==> config.mk <==
export PLATFORM = sky130hd
export DESIGN_NAME = seg_display_scanner
export DESIGN_NICKNAME = d
export VERILOG_FILES = /design/src/rtl/seg_pkg.sv /design/src/rtl/sdcc.sv /design/src/rtl/seg_display_scanner_bcd_dabble.sv /design/src/rtl/seg_display_scanner.sv
export SDC_FILE = /design/constraint.sdc
export NUM_CORES = 1
export LEC_CHECK = 0
export BUFFER_PORTS_ARGS = -buffer_cell sky130_fd_sc_hd__buf_4
export CAP_MARGIN = 20
export CORE_MARGIN = 10
export CORE_UTILIZATION = 60
export DETAILED_ROUTE_END_ITERATION = 8
export GPL_TIMING_DRIVEN = 0
export PLACE_DENSITY = 0.79
export SYNTH_ARGS = -nofsm -noshare
export SYNTH_HDL_FRONTEND = slang
export SYNTH_SLANG_ARGS = --single-unit
==> constraint.sdc <==
create_clock -name clk -period 5.1 [get_ports clk]
set_clock_uncertainty 0.2 [all_clocks]
set_input_delay 1.02 -clock clk [delete_from_list [all_inputs] [get_ports clk]]
set_output_delay 1.02 -clock clk [all_outputs]
set_load 0.005 [all_outputs]
==> src/rtl/seg_pkg.sv <==
// Shared constants, state encoding and BCD helper for the seven-segment scanner.
package seg_pkg;

    localparam logic [6:0] SEG_BLANK  = 7'b1111111;
    localparam logic [3:0] CODE_MINUS = 4'b1111;

    localparam logic [3:0] AN_ONES = 4'b1110;
    localparam logic [3:0] AN_TENS = 4'b1101;
    localparam logic [3:0] AN_HUND = 4'b1011;
    localparam logic [3:0] AN_SIGN = 4'b0111;

    typedef enum logic [1:0] {
        ST_IDLE,
        ST_CONV,
        ST_COMMIT
    } state_t;

    function automatic logic [3:0] add3(input logic [3:0] d);
        return (d >= 4'd5) ? d + 4'd3 : d;
    endfunction

endpackage

==> src/rtl/sdcc.sv <==
// Seven-segment decoder: BCD digit or minus code to active-low {a,b,c,d,e,f,g}.
module sdcc
    import seg_pkg::*;
(
    input  logic [3:0] code,
    input  logic       en,
    output logic [6:0] seg
);

    always_comb begin
        seg = SEG_BLANK;
        if (en) begin
            case (code)
                4'd0:       seg = 7'b0000001;
                4'd1:       seg = 7'b1001111;
                4'd2:       seg = 7'b0010010;
                4'd3:       seg = 7'b0000110;
                4'd4:       seg = 7'b1001100;
                4'd5:       seg = 7'b0100100;
                4'd6:       seg = 7'b0100000;
                4'd7:       seg = 7'b0001111;
                4'd8:       seg = 7'b0000000;
                4'd9:       seg = 7'b0000100;
                CODE_MINUS: seg = 7'b1111110;
                default:    seg = SEG_BLANK;
            endcase
        end
    end

endmodule

==> src/rtl/seg_display_scanner_bcd_dabble.sv <==
// Sequential double-dabble converter: signed value to sign + three BCD digits.
module bcd_dabble
    import seg_pkg::*;
#(
    parameter int WIDTH = 8
) (
    input  logic             clk,
    input  logic             rst_n,
    input  logic             load,
    input  logic [WIDTH-1:0] value,
    output logic             busy,
    output logic             commit,
    output logic             sign,
    output logic [3:0]       hundreds,
    output logic [3:0]       tens,
    output logic [3:0]       ones
);

    localparam logic [3:0] LAST_ITER = 4'(WIDTH);

    state_t           state, state_next;
    logic [WIDTH:0]   mag, mag_in, ext;
    logic [11:0]      bcd, bcd_adj;
    logic [3:0]       iter;

    // One extra magnitude bit so the most negative input still has a positive magnitude.
    always_comb begin
        ext    = {value[WIDTH-1], value};
        mag_in = value[WIDTH-1] ? ('0 - ext) : ext;
    end

    always_comb begin
        bcd_adj = {add3(bcd[11:8]), add3(bcd[7:4]), add3(bcd[3:0])};
    end

    always_ff @(posedge clk or negedge rst_n) begin
        if (!rst_n) state <= ST_IDLE;
        else        state <= state_next;
    end

    always_comb begin
        state_next = state;
        case (state)
            ST_IDLE:   if (load) state_next = ST_CONV;
            ST_CONV:   if (iter == LAST_ITER) state_next = ST_COMMIT;
            ST_COMMIT: state_next = ST_IDLE;
            default:   state_next = ST_IDLE;
        endcase
    end

    always_ff @(posedge clk or negedge rst_n) begin
        if (!rst_n) begin
            sign <= 1'b0;
            mag  <= '0;
            bcd  <= '0;
            iter <= '0;
        end else if (state == ST_IDLE && load) begin
            sign <= value[WIDTH-1];
            mag  <= mag_in;
            bcd  <= '0;
            iter <= '0;
        end else if (state == ST_CONV) begin
            bcd  <= {bcd_adj[10:0], mag[WIDTH]};
            mag  <= {mag[WIDTH-1:0], 1'b0};
            iter <= iter + 4'd1;
        end
    end

    assign busy     = (state != ST_IDLE);
    assign commit   = (state == ST_COMMIT);
    assign hundreds = bcd[11:8];
    assign tens     = bcd[7:4];
    assign ones     = bcd[3:0];

endmodule

==> src/rtl/seg_display_scanner.sv <==
// Signed-value display driver: background BCD conversion plus 4-digit multiplexed scan.
module seg_display_scanner
    import seg_pkg::*;
#(
    parameter int WIDTH       = 8,
    parameter int REFRESH_DIV = 100000
) (
    input  logic             clk,
    input  logic             rst_n,
    input  logic             load,
    input  logic [WIDTH-1:0] value,
    output logic             busy,
    output logic [6:0]       seg,
    output logic [3:0]       an
);

    localparam int CW = (REFRESH_DIV > 1) ? $clog2(REFRESH_DIV) : 1;
    localparam logic [CW-1:0] CNT_LAST = CW'(REFRESH_DIV - 1);

    logic       commit, conv_sign;
    logic [3:0] conv_h, conv_t, conv_o;
    logic       disp_sign;
    logic [3:0] disp_h, disp_t, disp_o;
    logic [CW-1:0] refresh_cnt;
    logic [1:0] sel;
    logic [3:0] code;
    logic       en;

    bcd_dabble #(.WIDTH(WIDTH)) u_dabble (
        .clk      (clk),
        .rst_n    (rst_n),
        .load     (load),
        .value    (value),
        .busy     (busy),
        .commit   (commit),
        .sign     (conv_sign),
        .hundreds (conv_h),
        .tens     (conv_t),
        .ones     (conv_o)
    );

    // Display registers change only on commit, so a scan never mixes old and new digits.
    always_ff @(posedge clk or negedge rst_n) begin
        if (!rst_n) begin
            disp_sign <= 1'b0;
            disp_h    <= '0;
            disp_t    <= '0;
            disp_o    <= '0;
        end else if (commit) begin
            disp_sign <= conv_sign;
            disp_h    <= conv_h;
            disp_t    <= conv_t;
            disp_o    <= conv_o;
        end
    end

    always_ff @(posedge clk or negedge rst_n) begin
        if (!rst_n) begin
            refresh_cnt <= '0;
            sel         <= '0;
        end else if (refresh_cnt == CNT_LAST) begin
            refresh_cnt <= '0;
            sel         <= sel + 2'd1;
        end else begin
            refresh_cnt <= refresh_cnt + 1'b1;
        end
    end

    always_comb begin
        code = disp_o;
        en   = 1'b1;
        an   = AN_ONES;
        case (sel)
            2'd0: begin
                code = disp_o;
                en   = 1'b1;
                an   = AN_ONES;
            end
            2'd1: begin
                code = disp_t;
                en   = (disp_h != 4'd0) || (disp_t != 4'd0);
                an   = AN_TENS;
            end
            2'd2: begin
                code = disp_h;
                en   = (disp_h != 4'd0);
                an   = AN_HUND;
            end
            default: begin
                code = CODE_MINUS;
                en   = disp_sign;
                an   = AN_SIGN;
            end
        endcase
    end

    sdcc u_sdcc (
        .code (code),
        .en   (en),
        .seg  (seg)
    );

endmodule

==> results.ini, run 1 <==
[critical_path]
crit_chain = inv_1 -> ha_1 -> a22o_1 -> a211oi_1 -> inv_1 -> ha_1 -> mux2_2 -> nor2_1 -> o21ai_0 -> buf_4
regToRegSetupSlack_ps = 3040
crit_path_end_kind = primary output
crit_type = flip-flop to primary output
slowest_stage = a211oi_1
cp_num_buf_inv = 3
timing.rr.end = sel[1]
slowest_delay_ps = 630
path_depth = 10
r2r_cells = 5
critPathCapture = seg[6]
worst-path-max-fanout = 6
r2r_start = refresh_cnt[0]
crit_arrival_ps = 3000
crit_path_start = sel[1]
crit_required_ps = 3880
start_kind = flip-flop
critPathTopFamily = compound AO/OA/AOI/OAI gates

[floorplan]
start_util_pct = 62.72
placementRows = 26
coreArea_um2 = 5205
die_area_um2 = 8791
io_pins = 23
dieWidth_um = 93.76
die_h_um = 93.76

[cts]
root_buffer = clkbuf_8
cts_tree = done
cts_buffers = 9
cts_setup_buffers = 0
cts_resized = 0
clkLatencyLatePin_ps = 340
clk_pin_slew_worst_paths_ps = 60
cts_hold_buffers = 0
clockBufferDepth = 2
h-tree-depth = 3
clkSinkCount = 60

[logic_synthesis]
synth_area_leaders = dfrtp_1, ha_1, mux2_2
syn_nets = 359
syn_area_per_cell_um2 = 9.952
synth_flop_cell = dfrtp_1
synth.top_cell.area_share_pct = 45.99
ys.warnings.count = 0
yosysTopAreaCell = dfrtp_1
syn_area_um2 = 3264
async_flop_share_pct = 100.0
yosysUniqueCellTypes = 41
synth_edf_count = 0
yosysMostFrequentCell = dfrtp_1
synth_common_cells = dfrtp_1, nand2_1, nor2_1
netlist_instances = 328
yosysSeqAreaShare_pct = 45.99
yosys_register_bits = 60

[sta]
max-slew-margin-rel_pct = 51.02
finalHoldViolCount = 0
setup_viol = 0
drv_slew = 0
min_period_ps = 4219
period_share_pct = 82.73
timing.fmax_mhz = 237.0
tns_ps = 0
rsz0062_at_grt = false
worst_slew_pin_slew_ps = 730.3

[cells_and_area]
stdcell_count = 435
areaGrowthSynthToFinish_pct = 14.60
fin_nets = 392
fillers = 394
fin_util_pct = 71.88
drive_gt1_share_pct = 16.99
diodes = 0
final_cell_area_um2 = 3741

[route]
drc_errors = 0
ant_nets = 0
wire_per_inst_um = 14.64
initialDrtViolationCount = 98
vias_per_cell = 5.628
drt_first_pass_iters = 4
vias = 2448
routed_wl_mm = 6.369

[flow_run]
maxCapViolCount = 0

[power_and_ir_drop]
powerDensity_nw_per_um2 = 479.2
total_power_w = 0.001793
irDropWorstVdd_mv = 0.3327
leakage_nw = 1.771

[placement]
portBuffers = 22
place_inst = 420
dp_hpwl_mm = 4.605
placed_area_um2 = 3517
place.gp.congestion = 0.8530

[global_routing]
grt.total_usage_pct = 15.48
grt_pass1_vias = 2490
grt_start_max_net_pins = 61
gr-total-overflow = 0
antenna_found_initial = 0
grt_pass1_wl_mm = 11.10

[worst_hold_path]
hold_class = flip-flop to flip-flop

[outcome]
status = finished, final reports clean

layer usage:
layer	wire length, um	track usage (%)	vias up	share of wire (%)
met5	0	0	-	0
met4	102	6.456	0	1.6
met3	284	4.157	9	4.5
met2	3043	25.06	45	48
met1	2938	19.00	1185	46
li1	-	-	1209	-
cell type report:
cell class	instances	area (um^2)	area share, %
repair buffers	22	165.2	4.415
clock buffers	11	151.4	4.047
flip-flops and latches	60	1501	40.13
clock inverters	4	72.57	1.940
inverters	20	75.07	2.007
well taps	70	87.58	2.341
plain buffers	11	50.05	1.338
multi-input cells	237	1638	43.78
through the flow:
step | hold slack [ps] | setup WS, ps
6_report | 283.0 | 880.8
5_1_grt | 295.2 | 642.2
4_1_cts | 276.7 | 857.2
3_5_place_dp | 262.7 | 1222
3_3_place_gp | 253.5 | 1339
2_1_floorplan | 238.4 | 1771
kinds of logic (layout without fill, tap and decap cells):
logic type / count (synthesis) / count (layout) / synth area share, %
AND/OR/NAND/NOR: 110 / 110 / 16.64
AO/OA/AOI/OAI: 62 / 62 / 12.46
flip-flops: 60 / 60 / 45.99
buffers and inverters: 31 / 68 / 3.833
XOR/XNOR: 26 / 26 / 6.976
adder cells (fa/ha/maj): 20 / 20 / 7.666
multiplexers: 19 / 19 / 6.439
where the power goes:
part	switching (W)	leakage, nW	total [W]	internal [W]
clock network	0.000176	0.111	0.000474	0.000298
logic	0.000322	0.884	0.000590	0.000268
registers	0.000120	0.776	0.000728	0.000608
total	0.000619	1.77	0.00179	0.00117
worst min path at each step:
stage               startpoint  depth (start not counted)  slack [ps]              end
2_1_floorplan  u_dabble.mag[8]                          2         240  u_dabble.bcd[0]
3_3_place_gp   u_dabble.mag[8]                          2         250  u_dabble.bcd[0]
3_5_place_dp   u_dabble.mag[8]                          2         260  u_dabble.bcd[0]
4_1_cts        u_dabble.mag[8]                          2         280  u_dabble.bcd[0]
5_1_grt         refresh_cnt[4]                          1         300   refresh_cnt[4]
6_report       u_dabble.mag[7]                          2         280  u_dabble.mag[8]
worst min-delay path: stages (launching register included):
cell	delay (ps)
dfrtp_1	360
nand2_1	50
nand2_1	50
sequential cells by signal, indices dropped and copies added, names as in the netlist:
name            count
disp_t              4
disp_h              4
u_dabble.iter       4
u_dabble.bcd       12
sel                 2
u_dabble.state      2
u_dabble.mag        9
disp_sign           1
u_dabble.sign       1
refresh_cnt        17
disp_o              4
placed cells by master (no fill, tap or decap), types with 3 or more instances in the layout:
cell,synthesis,routed
a21oi_1,14,14
a31oi_1,4,4
a32o_1,3,3
and3_1,6,6
buf_4,2,24
clkbuf_1,8,8
clkbuf_8,0,11
dfrtp_1,60,60
ha_1,20,20
inv_1,20,20
mux2_2,16,16
mux2i_1,3,3
nand2_1,31,31
nand2b_1,6,6
nand3_1,22,22
nand4_1,5,5
nor2_1,24,24
nor2b_1,4,4
o21ai_0,20,20
o31ai_1,7,7
xnor2_1,15,15
xor2_1,11,11
Power figures use the tool's default switching activity.
==> run 2: changes to the inputs <==
Clock period 5.1 ns to 4 ns, I/O delays scaled along.
==> run 2 against run 1 <==
  * Clock power grew 28%
  * Die area is the same
  * Global-route usage is the same
  * Critical path type unchanged
  * Worst setup slack lost 630 ps
  * Core utilization grew 0.096 points
  * Total power grew 28%
  * Sequential share of layout area shrank 0.054 points
  * Register-to-register slack lost 1100 ps
  * Sequential power grew 28%
  * Count of clock-buffer cells in the layout is the same
==> results.ini, run 2 (synthesized netlist as in run 1, its figures left out) <==
[outcome]
status = finished, final reports clean

[sta]
finalHoldViolCount = 0  ; unchanged
period_share_pct = 93.69
max-slew-margin-rel_pct = 51.64  ; +0.62 points
min_period_ps = 3747
rsz0062_at_grt = false
worst_slew_pin_slew_ps = 725.4  ; -4.934 ps
drv_slew = 0  ; unchanged
tns_ps = 0  ; unchanged
hold_ws_ps = 284.1  ; +1.089 ps
timing.fmax_mhz = 266.9
setup_viol = 0  ; unchanged

[cells_and_area]
layout_commonest_cell = dfrtp_1
final_cell_area_um2 = 3746  ; +0.13%
top_regs = refresh_cnt: 17 flops, u_dabble.bcd: 12 flops, u_dabble.mag: 9 flops
drive_gt1_share_pct = 17.26  ; +0.27 points
largest_reg_flops = 17  ; unchanged
fin_nets = 392  ; unchanged
stdcell_count = 435  ; unchanged
regMostFlops = refresh_cnt
final_cell_mix = dfrtp_1, nand2_1, nor2_1, buf_4, nand3_1
areaGrowthSynthToFinish_pct = 14.76
diodes = 0  ; unchanged

[cts]
clockBufferDepth = 2  ; unchanged
cts_setup_buffers = 0  ; unchanged
cts_hold_buffers = 0  ; unchanged
clkLatencyLatePin_ps = 340  ; about the same
h-tree-depth = 3  ; unchanged
cts_resized = 1  ; +1
cts_buffers = 9  ; unchanged
clk_pin_slew_worst_paths_ps = 60  ; about the same
root_buffer = clkbuf_8
cts_tree = done
clkSinkCount = 60  ; unchanged

[floorplan]
dieWidth_um = 93.76  ; unchanged
die_area_um2 = 8791  ; unchanged
start_util_pct = 62.72  ; unchanged
die_h_um = 93.76  ; unchanged
placementRows = 26  ; unchanged
coreArea_um2 = 5205  ; unchanged
io_pins = 23  ; unchanged

[route]
initialDrtViolationCount = 101  ; +3.1%
ant_nets = 0  ; unchanged
wire_per_inst_um = 14.71  ; +0.49%
vias_per_cell = 5.662  ; +0.61%
drc_errors = 0  ; unchanged
routed_wl_mm = 6.400  ; +0.49%
drt_first_pass_iters = 4  ; unchanged
vias = 2463  ; +0.61%

[critical_path]
crit_type = flip-flop to primary output
crit_arrival_ps = 2750  ; -250 ps
slowest_delay_ps = 420  ; -210 ps
path_depth = 10  ; unchanged
r2r_cells = 5  ; unchanged
critPathTopFamily = compound AO/OA/AOI/OAI gates
worst-path-max-fanout = 6  ; unchanged
slowest_stage = a211oi_2
crit_required_ps = 3000  ; -880 ps
cp_num_buf_inv = 3  ; unchanged
start_kind = flip-flop
crit_path_end_kind = primary output
crit_chain = inv_1 -> ha_1 -> a22o_1 -> a211oi_2 -> inv_1 -> ha_1 -> mux2_2 -> nor2_1 -> o21ai_0 -> buf_4

[power_and_ir_drop]
powerDensity_nw_per_um2 = 610.9  ; +27%
irDropWorstVdd_mv = 0.4248  ; +28%
leakage_nw = 1.772  ; about the same
total_power_w = 0.002289  ; +28%

[global_routing]
grt_start_max_net_pins = 61  ; unchanged
antenna_found_initial = 0  ; unchanged
grt_pass1_wl_mm = 11.10  ; unchanged
gr-total-overflow = 0  ; unchanged
grt.total_usage_pct = 15.48  ; unchanged
grt_pass1_vias = 2492  ; +0.080%

[placement]
portBuffers = 22  ; unchanged
place.gp.congestion = 0.8530  ; unchanged
placed_area_um2 = 3517  ; unchanged
dp_hpwl_mm = 4.605  ; unchanged
place_inst = 420  ; unchanged

[flow_run]
maxCapViolCount = 0  ; unchanged

[worst_hold_path]
hold_class = flip-flop to flip-flop
hold_path_depth = 2  ; unchanged

run 2: path summary, 6_finish.rpt:
check	slack, ps	startpoint	to
min in group asynchronous	300	rst_n	u_dabble.iter[0]
max reg2reg	1940	refresh_cnt[0]	sel[1]
min	280	u_dabble.mag[7]	u_dabble.mag[8]
min reg2reg	280	u_dabble.mag[7]	u_dabble.mag[8]
max in group asynchronous	2790	rst_n	u_dabble.mag[6]
max	250	sel[1]	seg[6]
run 2: through the flow:
stage               util, %  setup slack, ps
finish                71.97            252.6
global route          71.97            60.32
CTS                   71.97            245.7
detailed placement    67.57            341.7
global placement      67.57            458.7
floorplan                 -            890.8
run 2: power by group:
part           total [W]  internal [W]  leakage, nW  switching, W
logic           0.000754      0.000342        0.885      0.000412
clock network   0.000605      0.000380        0.111      0.000225
registers       0.000930      0.000775        0.776      0.000155
total            0.00229       0.00150         1.77      0.000791
run 2: layout make-up:
type / instances / area (um^2)
Buffer: 11 / 50.05
Multi-Input combinational cell: 237 / 1643
Clock buffer: 11 / 151.4
Fill cell: 393 / 1459
Timing Repair Buffer: 22 / 165.2
Tap cell: 70 / 87.58
Sequential cell: 60 / 1501
Clock inverter: 4 / 72.57
Inverter: 20 / 75.07
run 2: layer usage:
| layer | vias up | share of wire [%] | global-route usage [%] |
|---|---|---|---|
| met1 | 1194 | 46 | 19.00 |
| met5 | - | 0 | 0 |
| met3 | 9 | 4.5 | 4.157 |
| li1 | 1209 | - | - |
| met4 | 0 | 1.6 | 6.456 |
| met2 | 51 | 48 | 25.06 |
run 2: worst reg2reg max path, stage by stage, from the launching register on:
cell and delay [ps]:
dfrtp_1 390, ha_1 200, nand3_1 120, nor2_1 400, and3_1 280, mux2_2 340
==> run 3: changes to the inputs <==
Settings changed: RECOVER_POWER set to 25.
==> run 3 against run 2 <==
  * Register-to-register slack barely moved
  * Critical path depth unchanged
  * Highest routed layer unchanged
  * Largest cell class unchanged
  * Critical endpoint unchanged
  * Clock power about the same
  * Fmax is the same
  * Combinational power hardly changed
  * Critical path type unchanged
  * Global-route usage is the same
  * Flip-flop and latch count unchanged
  * First-iteration DRC count unchanged
==> results.ini, run 3 (synthesized netlist as in run 1, its figures left out) <==
[route]
wire_per_inst_um = 14.71  ; about the same
vias = 2463  ; unchanged
drc_errors = 0  ; unchanged
drt_first_pass_iters = 4  ; unchanged
met1Wirelength_mm = 2.948  ; about the same
vias_per_cell = 5.662  ; unchanged
ant_nets = 0  ; unchanged
routed_wl_mm = 6.399  ; about the same
met2_length_mm = 3.060  ; about the same
initialDrtViolationCount = 101  ; unchanged
wl_met3_um = 286  ; unchanged
dr.max_layer_used = met4

[cells_and_area]
largest_reg_flops = 17  ; unchanged
diodes = 0  ; unchanged
regMostFlops = refresh_cnt
fin_nets = 392  ; unchanged
drive_gt1_share_pct = 17.26  ; unchanged
layout_commonest_cell = dfrtp_1
final-seq-area_um2 = 1501  ; unchanged
fillers = 392  ; -0.25%
final_cell_area_um2 = 3744  ; about the same
multiInputGateArea_um2 = 1643  ; unchanged
fin_util_pct = 71.92  ; about the same
final_cell_mix = dfrtp_1, nand2_1, nor2_1
top_regs = refresh_cnt: 17 flops, u_dabble.bcd: 12 flops, u_dabble.mag: 9 flops
areaGrowthSynthToFinish_pct = 14.68  ; about the same

[critical_path]
start_kind = flip-flop
crit_arrival_ps = 2750  ; about the same
crit_required_ps = 3000  ; about the same
slowest_delay_ps = 420  ; about the same
crit_chain = inv_1 -> ha_1 -> a22o_1 -> a211oi_2 -> inv_1 -> ha_1 -> mux2_2 -> nor2_1 -> o21ai_0 -> buf_4
slowest_stage = a211oi_2
crit_type = flip-flop to primary output
crit_path_end_kind = primary output
worst-path-max-fanout = 6  ; unchanged

[floorplan]
placementRows = 26  ; unchanged
coreArea_um2 = 5205  ; unchanged
start_util_pct = 62.72  ; unchanged
dieWidth_um = 93.76  ; unchanged
die_h_um = 93.76  ; unchanged
io_pins = 23  ; unchanged
die_area_um2 = 8791  ; unchanged

[flow_run]
maxCapViolCount = 0  ; unchanged

[cts]
clkSinkCount = 60  ; unchanged
cts_buffers = 9  ; unchanged
clkLatencyLatePin_ps = 340  ; about the same
clockBufferDepth = 2  ; unchanged
root_buffer = clkbuf_8
cts_tree = done
h-tree-depth = 3  ; unchanged
clk_pin_slew_worst_paths_ps = 60  ; about the same
cts_setup_buffers = 0  ; unchanged

[sta]
period_share_pct = 93.69  ; unchanged
min_period_ps = 3747  ; unchanged
max-slew-margin-rel_pct = 5.232  ; -46 points
timing.fmax_mhz = 266.9  ; unchanged
worst_slew_pin_slew_ps = 1422  ; +696.2 ps
finalHoldViolCount = 0  ; unchanged
tns_ps = 0  ; unchanged
rsz0062_at_grt = false
drv_slew = 0  ; unchanged
setup_viol = 0  ; unchanged

[placement]
dp_hpwl_mm = 4.605  ; unchanged
place.gp.congestion = 0.8530  ; unchanged
placed_area_um2 = 3517  ; unchanged
portBuffers = 22  ; unchanged

[global_routing]
grt_start_max_net_pins = 61  ; unchanged
grt.total_usage_pct = 15.48  ; unchanged
antenna_found_initial = 0  ; unchanged
gr-total-overflow = 0  ; unchanged
grt_pass1_vias = 2492  ; unchanged
grt_pass1_wl_mm = 11.10  ; unchanged

[power_and_ir_drop]
irDropWorstVdd_mv = 0.4248  ; about the same
total_power_w = 0.002288  ; about the same
leakage_nw = 1.771  ; about the same
powerDensity_nw_per_um2 = 611.2  ; about the same

[worst_hold_path]
hold_class = flip-flop to flip-flop

[outcome]
status = finished, final reports clean

==> run 3: final timing paths <==
check	start	endpoint	slack, ps	cells past startpoint
setup / recovery	sel[1]	seg[6]	250	10
hold / removal	u_dabble.mag[7]	u_dabble.mag[8]	280	2
setup reg to reg	refresh_cnt[0]	sel[1]	1940	5
hold reg to reg	u_dabble.mag[7]	u_dabble.mag[8]	280	2
max in group asynchronous	rst_n	u_dabble.mag[6]	2150	1
min in group asynchronous	rst_n	u_dabble.iter[0]	580	1
==> run 3: timing repair <==
| action | 4_1_cts | 5_1_grt |
|---|---|---|
| hold buffers | 0 | 0 |
| endpoints found under the setup margin | 1 | 0 |
| gates resized for setup | 1 | 0 |
==> run 3: stage by stage <==
| stage | setup slack [ps] | hold slack (ps) | std cells |
|---|---|---|---|
| floorplan | 890.8 | 238.4 | 328 |
| global placement | 458.7 | 253.5 | 420 |
| detailed placement | 341.7 | 262.7 | 420 |
| CTS | 245.7 | 276.7 | 435 |
| global route | 60.32 | 295.2 | 435 |
| finish | 252.6 | 284.1 | 435 |
==> run 3: critical path: cells and delay by family (launching register included) <==
family,cells,cell delay [ps]
DFF,1,390
buffers and inverters,3,370
adders and majority gates,2,510
and+or+nand+nor,1,100
AOI/OAI and AO/OA,3,790
muxes,1,260
==> run 3: report_power, final <==
group	total (W)	switching (W)	internal [W]
sequential	0.000930	0.000155	0.000775
combinational	0.000754	0.000412	0.000342
clock	0.000605	0.000225	0.000380
==> run 3: area by class of cell <==
class | count | area share, %
buffer | 11 | 1.337
clock buffer | 11 | 4.044
clock inverter | 4 | 1.939
inverter | 20 | 2.005
multi-input combinational | 237 | 43.88
sequential | 60 | 40.11
tap | 70 | 2.340
timing repair buffer | 22 | 4.345
==> run 3: per-layer routing <==
layer | vias up | GRT usage, %
li1 | 1209 | -
met1 | 1194 | 19.00
met5 | - | 0
met4 | 0 | 6.456
met3 | 9 | 4.157
met2 | 51 | 25.06
